**config.mk**
```make
export PLATFORM = sky130hd
export DESIGN_NAME = bcd_key_entry
export DESIGN_NICKNAME = d
export VERILOG_FILES = /design/src/rtl/bcd_key_entry_pkg.sv /design/src/rtl/key_debounce_cnt.sv /design/src/rtl/bcd_key_entry.sv
export SDC_FILE = /design/constraint.sdc
export NUM_CORES = 1
export LEC_CHECK = 0
export ABC_AREA = 1
export BUFFER_PORTS_ARGS = -buffer_cell sky130_fd_sc_hd__buf_2
export CAP_MARGIN = 10
export CORE_MARGIN = 3
export CORE_UTILIZATION = 46
export DETAILED_ROUTE_END_ITERATION = 10
export PLACE_DENSITY_LB_ADDON = 0.12
export SKIP_LAST_GASP = 1
export SYNTH_ARGS = -nofsm -noshare
export SYNTH_HDL_FRONTEND = slang
export SYNTH_SLANG_ARGS = --single-unit
```
**constraint.sdc**
```tcl
create_clock -name clk -period 4.1 [get_ports clk]
set_input_delay 0.82 -clock clk [delete_from_list [all_inputs] [get_ports clk]]
set_output_delay 0.82 -clock clk [all_outputs]
set_load 0.01 [all_outputs]
```
**src/rtl/bcd_key_entry_pkg.sv**
```systemverilog
// Shared types and constants for the debounced BCD keypad entry buffer.
package bcd_key_entry_pkg;

  typedef enum logic [1:0] {
    IDLE       = 2'd0,
    PRESS_DB   = 2'd1,
    HELD       = 2'd2,
    RELEASE_DB = 2'd3
  } key_state_t;

  localparam logic [3:0] BCD_MAX    = 4'd9;
  localparam logic [2:0] MAX_DIGITS = 3'd4;

endpackage

```
**src/rtl/key_debounce_cnt.sv**
```systemverilog
// Debounce sample counter plus captured digit and press-stability compare.
// Counter is driven by the owning FSM; o_last flags the final required sample.
module key_debounce_cnt #(
  parameter int DEBOUNCE_CYCLES = 4
) (
  input  logic       clk,
  input  logic       rst,
  input  logic       i_key_valid,
  input  logic [3:0] i_key_bcd,
  input  logic       i_capture,
  input  logic       i_start,
  input  logic       i_inc,
  input  logic       i_clear,
  output logic [3:0] o_cap_digit,
  output logic       o_press_stable,
  output logic       o_last
);

  localparam logic [7:0] LAST_CNT = 8'(DEBOUNCE_CYCLES - 1);

  logic [7:0] r_db_cnt;
  logic [3:0] r_cap_digit;

  always_ff @(posedge clk or posedge rst) begin
    if (rst) begin
      r_db_cnt    <= 8'd0;
      r_cap_digit <= 4'd0;
    end else begin
      if (i_capture) r_cap_digit <= i_key_bcd;
      if (i_clear)      r_db_cnt <= 8'd0;
      else if (i_start) r_db_cnt <= 8'd1;
      else if (i_inc)   r_db_cnt <= r_db_cnt + 8'd1;
    end
  end

  assign o_cap_digit    = r_cap_digit;
  assign o_press_stable = i_key_valid && (i_key_bcd == r_cap_digit);
  assign o_last         = (r_db_cnt == LAST_CNT);

endmodule

```
**src/rtl/bcd_key_entry.sv**
```systemverilog
// Debounced keypad digit entry: FSM accepts one digit per press into a
// four-digit shift buffer with count, full, sticky overflow and a one-cycle strobe.
module bcd_key_entry
  import bcd_key_entry_pkg::*;
#(
  parameter int DEBOUNCE_CYCLES = 4
) (
  input  logic        clk,
  input  logic        rst,
  input  logic [3:0]  key_bcd,
  input  logic        key_valid,
  input  logic        clr,
  output logic [15:0] digits,
  output logic [2:0]  count,
  output logic        key_pulse,
  output logic        full,
  output logic        overflow
);

  key_state_t r_state, w_state_nxt;
  logic       w_capture, w_start, w_inc, w_clear, w_accept;
  logic [3:0] w_cap_digit;
  logic       w_press_stable, w_last;

  logic [15:0] r_digits;
  logic [2:0]  r_count;
  logic        r_key_pulse;
  logic        r_overflow;

  key_debounce_cnt #(.DEBOUNCE_CYCLES(DEBOUNCE_CYCLES)) u_db (
    .clk            (clk),
    .rst            (rst),
    .i_key_valid    (key_valid),
    .i_key_bcd      (key_bcd),
    .i_capture      (w_capture),
    .i_start        (w_start),
    .i_inc          (w_inc),
    .i_clear        (w_clear),
    .o_cap_digit    (w_cap_digit),
    .o_press_stable (w_press_stable),
    .o_last         (w_last)
  );

  always_ff @(posedge clk or posedge rst) begin
    if (rst) r_state <= IDLE;
    else     r_state <= w_state_nxt;
  end

  always_comb begin
    w_state_nxt = r_state;
    w_capture   = 1'b0;
    w_start     = 1'b0;
    w_inc       = 1'b0;
    w_clear     = 1'b0;
    w_accept    = 1'b0;
    case (r_state)
      IDLE: begin
        if (key_valid) begin
          w_capture   = 1'b1;
          w_start     = 1'b1;
          w_state_nxt = PRESS_DB;
        end
      end
      PRESS_DB: begin
        if (!w_press_stable) begin
          w_clear     = 1'b1;
          w_state_nxt = IDLE;
        end else if (w_last) begin
          w_accept    = 1'b1;
          w_clear     = 1'b1;
          w_state_nxt = HELD;
        end else begin
          w_inc = 1'b1;
        end
      end
      // Digit changes are deliberately ignored here: only release matters.
      HELD: begin
        if (!key_valid) begin
          w_start     = 1'b1;
          w_state_nxt = RELEASE_DB;
        end
      end
      RELEASE_DB: begin
        if (key_valid) begin
          w_clear     = 1'b1;
          w_state_nxt = HELD;
        end else if (w_last) begin
          w_clear     = 1'b1;
          w_state_nxt = IDLE;
        end else begin
          w_inc = 1'b1;
        end
      end
      default: w_state_nxt = IDLE;
    endcase
  end

  // clr outranks acceptance; non-BCD codes are dropped before the full check.
  always_ff @(posedge clk or posedge rst) begin
    if (rst) begin
      r_digits    <= 16'h0000;
      r_count     <= 3'd0;
      r_key_pulse <= 1'b0;
      r_overflow  <= 1'b0;
    end else begin
      r_key_pulse <= 1'b0;
      if (clr) begin
        r_digits   <= 16'h0000;
        r_count    <= 3'd0;
        r_overflow <= 1'b0;
      end else if (w_accept && (w_cap_digit <= BCD_MAX)) begin
        if (r_count == MAX_DIGITS) begin
          r_overflow <= 1'b1;
        end else begin
          r_digits    <= {r_digits[11:0], w_cap_digit};
          r_count     <= r_count + 3'd1;
          r_key_pulse <= 1'b1;
        end
      end
    end
  end

  assign digits    = r_digits;
  assign count     = r_count;
  assign key_pulse = r_key_pulse;
  assign overflow  = r_overflow;
  assign full      = (r_count == MAX_DIGITS);

endmodule

```
==> reports/metrics.yaml <==
drt:
  drtIter0Drc: 81
  vias: 1589
  routed_wl_mm: 3.74
  route.detailed.drc: 0
  post_drt_wl_per_cell_um: 12.1
  via_per_inst: 5.14
  final_antenna_net_count: 0
  first_pass_iters: 4
critical_path:
  critPathMaxFanout: 16
  ff2ff_path_depth: 7
  reg2reg_from: "count[0]$_DFFE_PP0P_"
  crit_required_ns: 3.28
  path_cells: "inv_1 -> ha_1 -> nand2_1 -> buf_4 -> inv_1 -> buf_2"
  arrival_ns: 1.62
  reg2reg_to: "digits[6]$_DFFE_PP0P_"
  slowest_stage: "dfrtp_1"
  rrSetupSlack_ns: 1.84
  max_stage_delay_ns: 0.41
  setup.worst_path.end_class: "primary output"
  path_common_cell: "inv_1"
  crit_type: "reg -> out"
  critPathLaunchType: "flip-flop"
cells_and_area:
  n_antenna_cell: 0
  syn2layout_area_growth_pct: 13.2
  fin_nets: 271
  drive_gt1_share_pct: 21.5
clock_network:
  cts_setup_buffers: 0
  cts.sinks: 35
  clockBufferDepth: 2
  clkTransAtPathRegs_ns: 0.07
  cts_tree: "built"
  cts_made_buffers: 5
  cts_root_buf: "clkbuf_8"
  clk_latency_ns: 0.29
  post_cts_resize_count: 0
  ctsHoldBuffers: 0
  htree_levels: 2
sta:
  finalCritPeriodShare_pct: 59.4
  hold_viol_final: 0
  report.final.slew_viol_count: 0
  min_period_ns: 2.44
  finClkSkew_ns: 0.00235
  rsz0062_at_grt: "no"
  worst_pin_slew_ns: 1.04
  fin_tns_setup_ns: 0
  hold_slack_ns: 0.514
  setup_viol: 0
  fmax_mhz: 411
  max_slew_margin_pct: 30.3
synthesis:
  synth_nets: 244
  yosysMostFrequentCell: "nand2_1"
  synth_cells: 233
  async_flop_share_pct: 100
  synth_area_per_cell_um2: 7.98
  synth_warnings: 0
  synth.top_cells.by_count: "61 x nand2_1, 35 x dfrtp_1, 26 x nand3_1, 24 x nand4_1, 21 x inv_1"
  synth_ff_type: "dfrtp_1"
  synth-edff-count: 0
  yosys-top-cells-area: "dfrtp_1 47%, nand2_1 12%, nand4_1 8.1%"
  yosysTopAreaCellShare_pct: 47.1
  yosysTopAreaCell: "dfrtp_1"
  ys_ff_latch: 35
  yosysSeqAreaShare_pct: 47.1
  syn_area_um2: 1860
  ys_types: 26
power_and_ir_drop:
  power_density_nw_per_um2: 425
  leakagePower_nw: 1.22
  vdd_drop_max_v: 0.000276
floorplan:
  row_count: 22
  die-area_um2: 4840
  dieWidth_um: 69.6
  ios: 30
  core_area_um2: 3770
  initial_core_util_pct: 49.3
  die_y_um: 69.6
run_status:
  status: "completed"
placement:
  portBuffers: 29
  hpwl_mm: 2.63
  place.gp.congestion: 0.829
grt:
  grt_pass1_vias: 1468
  antenna_found_initial: 0
  grt_max_degree: 39
  track_usage_pct: 16.8
  grt_overflow: 0
  grt_pass1_wl_mm: 6.69
min_path:
  holdPathEnd: "digits[15]$_DFFE_PP0P_"
  min_path_cells: 2
  hold_path.class: "reg -> reg"
  worstHoldStart: "digits[15]$_DFFE_PP0P_"
run:
  cap_violations: 0
==> flip-flops by register name, summed over array words and instances (netlist names) <==
register and flops:
count 3, u_db.r_db_cnt 8, overflow 1, digits 16
key_pulse 1, u_db.o_cap_digit 4, r_state 2
==> cell type report <==
type / count / area, um2
fillers: 373 / 1670
clock buffers: 6 / 72.6
inverters: 31 / 116
clock inverters: 2 / 12.5
repair buffers: 31 / 160
flip-flops and latches: 35 / 876
well taps: 48 / 60.1
multi-input cells: 156 / 807
==> metrics by stage <==
step / cells / cell area, um2 / setup slack, ns / power, mW / utilization (%)
final: 309 / 2100 / 1.66 / 0.895 / 55.8
after global routing: 309 / 2100 / 1.54 / 0.970 / 55.8
after CTS: 309 / 2100 / 1.65 / 0.903 / 55.8
after detailed placement: 301 / 2020 / 1.59 / 0.657 / 53.6
after global placement: 301 / 2020 / 1.62 / 0.655 / 53.6
after floorplan: 233 / 1860 / 2.13 / 0.604 / -
==> worst max-delay path by stage <==
stage                                    start               endpoint  slack (ns)  depth (start not counted)
final                     count[0]$_DFFE_PP0P_                   full        1.66                          6
after global routing      count[0]$_DFFE_PP0P_                   full        1.54                          6
after CTS                 count[0]$_DFFE_PP0P_                   full        1.65                          6
after detailed placement             key_valid  digits[6]$_DFFE_PP0P_        1.59                          8
after global placement               key_valid  digits[5]$_DFFE_PP0P_        1.62                          8
after floorplan           count[0]$_DFFE_PP0P_                   full        2.13                          5
==> cells in the final DEF, fill, tap and decap left out, types with 7 or more instances in the layout <==
master,Yosys,layout
inv_2,9,9
xor2_1,7,7
inv_1,21,21
nand4_1,24,24
buf_2,3,29
nand3_1,26,26
nand2_1,61,61
dfrtp_1,35,35
nor2_1,10,10
==> critical path: cells and delay by family (launching register included) <==
family                     cells  cell delay, ns
adders and majority gates      1            0.19
DFF                            1            0.41
buffers and inverters          4            0.56
and+or+nand+nor                1            0.17
==> layer usage <==
| metal | vias to the layer above | share of wire, % | routed length, um | track usage, % |
|---|---|---|---|---|
| met5 | - | 0 | 0 | 0 |
| met4 | 0 | 1.2 | 44 | 3.90 |
| met3 | 7 | 6.3 | 237 | 5.94 |
| met2 | 33 | 43 | 1600 | 25.0 |
| met1 | 728 | 50 | 1860 | 23.6 |
| li1 | 821 | - | - | - |
==> power by group <==
part | switching [mW] | internal, mW
logic | 0.145 | 0.0716
clock network | 0.128 | 0.119
registers | 0.0491 | 0.383
total | 0.322 | 0.573
==> kinds of logic (layout without fill, tap and decap cells) <==
kind of cell	Yosys count	in the layout	share of synthesized area, %
DFF	35	35	47.1
buffers and inverters	42	70	9.49
xor gates and xnor gates	7	7	3.30
and+or+nand+nor	131	131	33.6
adders and majority gates	3	3	2.02
AOI/OAI and AO/OA	15	15	4.44
(Power assumes the default switching activity.)
